<file path="src/rtl/div_issue_ctrl.sv">
// Issue/writeback control around a 32-bit unsigned iterative divider core.
// Handles DIV/DIVU sign handling, core handshake with timeout, and HI/LO (MTHI/MTLO) ownership.
module div_issue_ctrl #(
  parameter int TIMEOUT = 64
) (
  input  logic        clk,
  input  logic        rst,
  input  logic        req,
  input  logic        is_signed,
  input  logic [31:0] op_a,
  input  logic [31:0] op_b,
  input  logic        hi_we,
  input  logic        lo_we,
  input  logic [31:0] wdata,
  output logic        stall,
  output logic [31:0] hi,
  output logic [31:0] lo,
  output logic        done,
  output logic        dz,
  output logic        err,
  output logic [31:0] div_a,
  output logic [31:0] div_b,
  output logic        div_start,
  input  logic [31:0] div_q,
  input  logic [31:0] div_r,
  input  logic        div_busy
);

  localparam int CW = $clog2(TIMEOUT + 1);

  typedef enum logic [2:0] {IDLE, LAUNCH, WAIT_HI, WAIT_LO, WRITE} state_t;

  state_t          state_q, state_d;
  logic            sa_q, sa_d, sb_q, sb_d;
  logic [31:0]     q_q, q_d, r_q, r_d;
  logic [31:0]     hi_q, hi_d, lo_q, lo_d;
  logic [31:0]     div_a_q, div_a_d, div_b_q, div_b_d;
  logic [CW-1:0]   cnt_q, cnt_d;
  logic            dz_q, dz_d, done_q, done_d, err_q, err_d, start_q, start_d;

  logic            neg_a, neg_b;
  logic [31:0]     mag_a, mag_b;

  assign neg_a = is_signed & op_a[31];
  assign neg_b = is_signed & op_b[31];
  assign mag_a = neg_a ? -op_a : op_a;
  assign mag_b = neg_b ? -op_b : op_b;

  always_comb begin
    // NOTE: every signal gets its hold value first so no path through the case infers a latch.
    state_d = state_q;
    sa_d    = sa_q;
    sb_d    = sb_q;
    q_d     = q_q;
    r_d     = r_q;
    hi_d    = hi_q;
    lo_d    = lo_q;
    div_a_d = div_a_q;
    div_b_d = div_b_q;
    cnt_d   = cnt_q;
    dz_d    = dz_q;
    done_d  = 1'b0;
    err_d   = 1'b0;
    start_d = 1'b0;

    unique case (state_q)
      IDLE: begin
        if (hi_we) hi_d = wdata;
        if (lo_we) lo_d = wdata;
        if (req) begin
          dz_d    = (op_b == 32'd0);
          div_a_d = mag_a;
          div_b_d = mag_b;
          if (op_b == 32'd0) begin
            // Divide by zero bypasses the core: preload the fixed result with no sign fix-up.
            sa_d    = 1'b0;
            sb_d    = 1'b0;
            q_d     = 32'hFFFF_FFFF;
            r_d     = op_a;
            state_d = WRITE;
          end else begin
            sa_d    = neg_a;
            sb_d    = neg_b;
            start_d = 1'b1;
            state_d = LAUNCH;
          end
        end
      end
      LAUNCH: begin
        cnt_d   = '0;
        state_d = div_busy ? WAIT_LO : WAIT_HI;
      end
      WAIT_HI: begin
        if (div_busy) begin
          cnt_d   = '0;
          state_d = WAIT_LO;
        end else if (cnt_q == CW'(TIMEOUT - 1)) begin
          err_d   = 1'b1;
          state_d = IDLE;
        end else begin
          cnt_d = cnt_q + 1'b1;
        end
      end
      WAIT_LO: begin
        if (!div_busy) begin
          q_d     = div_q;
          r_d     = div_r;
          state_d = WRITE;
        end else if (cnt_q == CW'(TIMEOUT - 1)) begin
          err_d   = 1'b1;
          state_d = IDLE;
        end else begin
          cnt_d = cnt_q + 1'b1;
        end
      end
      WRITE: begin
        lo_d    = (sa_q ^ sb_q) ? -q_q : q_q;
        hi_d    = sa_q ? -r_q : r_q;
        done_d  = 1'b1;
        state_d = IDLE;
      end
      default: state_d = IDLE;
    endcase
  end

  always_ff @(posedge clk or negedge rst) begin
    if (!rst) begin
      state_q <= IDLE;
      sa_q    <= 1'b0;
      sb_q    <= 1'b0;
      q_q     <= '0;
      r_q     <= '0;
      hi_q    <= '0;
      lo_q    <= '0;
      div_a_q <= '0;
      div_b_q <= '0;
      cnt_q   <= '0;
      dz_q    <= 1'b0;
      done_q  <= 1'b0;
      err_q   <= 1'b0;
      start_q <= 1'b0;
    end else begin
      // NOTE: non-blocking updates keep every flop sampling pre-edge values, matching hardware.
      state_q <= state_d;
      sa_q    <= sa_d;
      sb_q    <= sb_d;
      q_q     <= q_d;
      r_q     <= r_d;
      hi_q    <= hi_d;
      lo_q    <= lo_d;
      div_a_q <= div_a_d;
      div_b_q <= div_b_d;
      cnt_q   <= cnt_d;
      dz_q    <= dz_d;
      done_q  <= done_d;
      err_q   <= err_d;
      start_q <= start_d;
    end
  end

  // Reset drops state to IDLE asynchronously, but req alone would still raise stall without the gate.
  assign stall     = rst & ((state_q != IDLE) | req);
  assign hi        = hi_q;
  assign lo        = lo_q;
  assign done      = done_q;
  assign dz        = dz_q;
  assign err       = err_q;
  assign div_a     = div_a_q;
  assign div_b     = div_b_q;
  assign div_start = start_q;

endmodule

</file>
<file path="config.mk">
export PLATFORM = sky130hd
export DESIGN_NAME = div_issue_ctrl
export DESIGN_NICKNAME = d
export VERILOG_FILES = /design/src/rtl/div_issue_ctrl.sv
export SDC_FILE = /design/constraint.sdc
export NUM_CORES = 1
export LEC_CHECK = 0
export BUFFER_PORTS_ARGS = -buffer_cell sky130_fd_sc_hd__buf_2
export CORE_UTILIZATION = 58
export DETAILED_ROUTE_END_ITERATION = 10
export PLACE_DENSITY = 0.89
export REMOVE_ABC_BUFFERS = 1
export SLEW_MARGIN = 10
export SYNTH_ARGS = -nofsm -noshare
export SYNTH_HDL_FRONTEND = slang
export SYNTH_SLANG_ARGS = --single-unit
</file>
<file path="constraint.sdc">
create_clock -name clk -period 4 [get_ports clk]
set_input_delay 0.4 -clock clk [delete_from_list [all_inputs] [get_ports clk]]
set_output_delay 0.4 -clock clk [all_outputs]
set_load 0.02 [all_outputs]
</file>
# After elaboration in Yosys (flattened, before gate mapping)
# Index checks and enable logic that the tools add are counted.
totals:
  reg_bits: 208
  out_inout_bits: 133
  word_cells: 83
op_classes:
  addsub: 5
  eq_ne: 11
  muxes: 37
  bitwise: 5
  reduce_logical: 11
op_table:
  columns: ["operator", "n"]
  rows:
  - ["two-way mux 32 bit", 12]
  - ["case mux 32 bit (2 select lines)", 4]
  - ["negation 32 bit", 4]
  - ["logical NOT 32 bit", 1]
  - ["two-way mux 7 bit", 3]
  - ["case mux 7 bit (3 select lines)", 1]
  - ["two-way mux 3 bit", 5]
  - ["inequality test 2 bit (second input constant)", 6]
  - ["case mux 3 bit (4 select lines)", 1]
  - ["two-way mux 1 bit", 10]
  - ["AND reduction 2 bit", 4]
  - ["adder 7 x 1 -> 7 bit (second input constant)", 1]
  - ["== test 7 x 6 -> 1 bit (second input constant)", 1]
  - ["== test 3 x 2 -> 1 bit (second input constant)", 2]
  - ["nonzero test 3 bit", 2]
  - ["AND reduction 4 bit", 1]
  - ["nonzero test 2 bit", 2]
  - ["bitwise AND 1 bit", 3]
  - ["== test 3 x 1 -> 1 bit (second input constant)", 1]
  - ["== test 3 bit (second input constant)", 1]
  - ["logical NOT 3 bit", 1]
  - ["case mux 1 bit (2 select lines)", 1]
  - ["bitwise OR 1 bit", 1]
  - ["XOR 1 bit", 1]

# Logic depth before layout (Yosys ltp)
logic_depth:
  depth_word: 4
  ltp_mapped: 9
  depth_no_buf: 7

# Worst setup path before layout
# OpenSTA, ideal clock, no wires.
synth_path:
  path_type: "input-to-reg"
  startpoint: "input port op_b[6]"
  endpoint: "register r_q[25]"
  arrival_ns: 2.391
  path_slack_ns: 1.486
  path_stages: 7
  n_path_buf: 2
  cell_sequence: "or4_4 -> or4_4 -> buf_6 -> nor4_4 -> nand2_4 -> buf_6 -> o221a_1"
synth_via:
  elab_chain_cells: 3
synth_lines:
  columns: ["item", "line_no", "rtl"]
  rows:
  - ["from (decl)", "11", "input logic [31:0] op_b,"]
  - ["logical NOT 32 bit", "74", "if (op_b == 32'd0) begin"]
  - ["inequality test 2 bit (no source line)", null, null]
  - ["AND reduction 4 bit (no source line)", null, null]
  - ["to (signal assigned)", "148", "r_q <= r_d;"]
  - ["to (decl)", "35", "logic [31:0] q_q, q_d, r_q, r_d;"]
# Every way passes these cells.
# A chain may end at the register's enable or synchronous reset.

# Worst setup path in the final report
layout_path:
  startpoint: "input port op_b[17]"
  endpoint: "register r_q[0]"
# Same word-level chain as after synthesis.

==> summary.txt <==
Drt
  • Highest routing layer actually used: met4
  • Wire length the detailed router placed on met1: around 13 mm
  • Met2 wire length: 16.4 mm
  • DRT Pass-1 Iters: 6
  • Total detailed-routing wirelength: about 35 mm
  • Detailed route wirelength on metal3: between 3 and 4 mm
  • DRC violation count after routing: 0
  • Post-route antenna net violation count: 0
  • Mean number of vias per cell: around 6.3
  • Number of DRC violations after detailed-routing iteration 0: around 1,100
  • Wire per inst: around 20 um
  • Vias after detailed routing: around 11,000

Setup path
  • R2R Setup Slk: approximately 1200 ps
  • Arr. time, crit path: roughly 3300 ps
  • Data required time at the worst endpoint: around 4400 ps
  • Category of the most critical setup path: in -> reg
  • Critical path's largest stage delay: roughly 640 ps
  • Critical path, cell by cell: buf_2, nor4_1, nand4b_1, nor4_4, nand2_4, o221a_2
  • Worst-path fanout max: 63
  • Startpoint type of the worst setup path: primary input
  • Master of the slowest instance on the critical path: nor4_4
  • Category of the worst setup path capture point: flip-flop

STA
  • Final-report setup violation count: 0
  • Final critical-path setup slack: about 1100 ps
  • Relative slew margins: between 10% and 20%
  • Max Clk Rate: ~350 MHz
  • Worst clock skew: around 8.6 ps
  • Number of max-slew violations in the final report: 0
  • Post-Route Setup TNS: 0 ps
  • Final hold violations: 0
  • Time the worst path needs with I/O delays and setup: 2860 ps
  • Final-layout worst hold slack: around 140 ps
  • Unrepaired setup endpoints after global routing: no
  • Slew of the pin with the lowest slew margin: around 1200 ps
  • Ratio of final minimum period to clock period: a little under three quarters

Clocking
  • Clock transition at the registers of the reported paths: around 60 ps
  • Clk Latency, worst-skew pair: a little over 500 ps
  • Clock tree from TritonCTS: yes
  • Clock tree root driver cell: clkbuf_16
  • Deepest level of the CTS H-tree: 1
  • Number of CTS-inserted buffers: 23
  • Number of sinks handled by clock tree synthesis: ~210
  • Largest buffer count on any clock path: 3

Finish
  • Fraction of layout cells with a size suffix above 1: 24.9%
  • Number of nets in the layout: ~1,700
  • Final cell count without fillers: 1,771
  • Area grow syn2layout: 20.8%
  • Final design instance area without fill: 13,800 sq um

Yosys
  • Library cell with the largest summed area after synthesis: dfrtp_1
  • Post-synth top flop: dfrtp_1
  • XOR/XNOR share of the synthesized area: under 10%
  • Yosys warning count: 0
  • Count of different cell masters after synthesis: a little over 60
  • Most used standard cells in the synthesized netlist: dfrtp_1, nor2_1, nand2_1, o21ai_0, clkbuf_1
  • Number of enable-type register cells in the synthesized netlist: 0
  • Post-synthesis mux area share: about 1.2%
  • Post-Synthesis Cell Area: 11,400 sq um
  • Most common cell in the netlist: dfrtp_1
  • Fraction of post-synthesis cell area in the top cell type by area: between 40% and 50%
  • Biggest area contributors in the synthesized netlist: dfrtp_1, nor2_1, o21ai_0
  • Compound-Gate Fraction of Synth Area: between 20% and 30%
  • Dominant combinational cell family by area after synthesis: compound AO/OA/AOI/OAI gates
  • Register area share after synthesis: roughly 46%
  • Mean post-synth cell area: a little over 9 sq um
  • Share of flip-flops with an asynchronous set or reset: between 90% and 100%
  • Post-Synth Adder-Cell Area: less than 1%
  • Number of flip-flops and latches in the synthesized netlist: 208
  • Simple logic cell fraction of the synthesized area: between 20 and 25%
  • Cell count after synthesis: roughly 1,200

Global routing
  • Via count of the first global-routing pass: 10,400
  • Largest net degree at the start of global routing: 119
  • Overflow left after global routing: 0
  • GRT Util Overall: about a third
  • Number of antenna violations at the first check in global routing: 4
  • First-pass GRT wire length: ~54 mm

Placement
  • Gpl congestion: about 0.92
  • Worst slack, placed: 710 ps
  • Estimated wirelength of the detail-placed design: approximately 25 mm
  • PortBufs: around 300
  • Cell Count Post-Placement: approximately 1,700
  • Placement-stage cell area: roughly 13,000 sq um

Run
  • # Max-Cap Violations: 0

Die
  • Floorplan core area: 19,000 sq um
  • Number of rows created at floorplan: 50
  • Horiz. Die Dim: 142 um
  • Initial core utilization: 60.1%
  • Die Span Y: 142 um
  • Top Ports: 300
  • Die Outline Area: 20,200 sq um

Power
  • Power density over the cells: 773 nW/um^2
  • Max rail drop VDD: around 0.40 mV
  • Leakage power of the design: slightly above 6 nW

Hold path
  • Class of the most critical hold timing path: in -> reg

Outcome
  • Status: finished, final reports clean
state kept, by name, summed over array words and instances (netlist names):
name,count
sb_q,1
err,1
state_q,3
sa_q,1
lo,32
q_q,32
r_q,32
div_b,32
hi,32
div_a,32
div_start,1
done,1
cnt_q,7
dz,1
power by group:
part / leakage [nW] / internal, mW / switching, mW / total, mW
logic: 3.25 / 1.75 / 2.77 / 4.51
clock network: 0.366 / 1.24 / 0.846 / 2.09
registers: 2.48 / 3.09 / 0.950 / 4.04
metrics by stage:
stage / total power, mW / utilization, %
global route: 11.3 / 72.6
floorplan: 6.81 / -
CTS: 10.6 / 72.6
finish: 10.6 / 72.6
global placement: 8.29 / 68.6
detailed placement: 8.48 / 68.6
cell usage in the layout, fill, tap and decap left out, drive strengths merged, types with 5 or more instances in the layout:
cell type  netlist  layout
o41ai           20      20
o31ai           37      37
a41oi            7       7
o21ai          105     105
nand2          109     109
nor3b            5       5
ha               5       5
dfrtp          208     208
inv             13      12
a31oi           25      25
a21oi           55      55
xor2            52      52
xnor2           53      53
nand4            5       5
and2            10      10
buf             16     314
nor2           155     155
a221oi           9       9
a22oi           27      27
o221a           32      32
nand2b          35      35
a211oi           6       6
clkbuf          67      36
nor4            24      24
or3             16      16
or4             26      26
or2              7       7
mux2i           12      12
a21o             5       5
nor3            26      26
nand3b           5       5
and3             5       5
nand3           18      18
cell type report:
class | instances | area, sq um
multi-input combinational | 931 | 5810
sequential | 208 | 5200
fill | 1398 | 5190
timing repair buffer | 316 | 1640
clock buffer | 35 | 691
tap | 260 | 325
inverter | 13 | 48.8
clock inverter | 4 | 45.0
antenna | 4 | 10.0
cells by family after synthesis:
family / Yosys count
AOI/OAI and AO/OA: 345
DFF: 208
adders and majority gates: 5
and+or+nand+nor: 463
buffers and inverters: 96
xor gates and xnor gates: 105
muxes: 13
what timing repair did:
item | 4_1_cts | 5_1_grt
hold endpoints to repair | 78 | 0
hold buffers | 1 | 0
buffers inserted | 0 | 0
gates resized for setup | 0 | 0
critical path: cells and delay by family:
kind                   cells  cell delay, ps
AOI/OAI and AO/OA          1             470
buffers and inverters      1             130
and+or+nand+nor            4            2230
layer usage:
metal / GRT usage, % / up-vias
met1: 45.5 / 5303
met3: 5.18 / 114
met4: 17.5 / 0
li1: - / 5017
met2: 54.4 / 661
met5: 0 / -
path summary, 6_finish.rpt:
path,start,endpoint,cells after the start
min in group asynchronous,rst,div_a[1]$_DFFE_PN0P_,2
max in group asynchronous,rst,div_b[16]$_DFFE_PN0P_,3
hold / removal,div_q[24],q_q[24]$_DFFE_PN0P_,3
hold reg to reg,lo[3]$_DFFE_PN0P_,lo[3]$_DFFE_PN0P_,2
setup reg to reg,state_q[1]$_DFFE_PN0N_,hi[25]$_DFFE_PN0P_,6
setup / recovery,op_b[17],r_q[0]$_DFFE_PN0P_,6
Power figures use the tool's default switching activity.
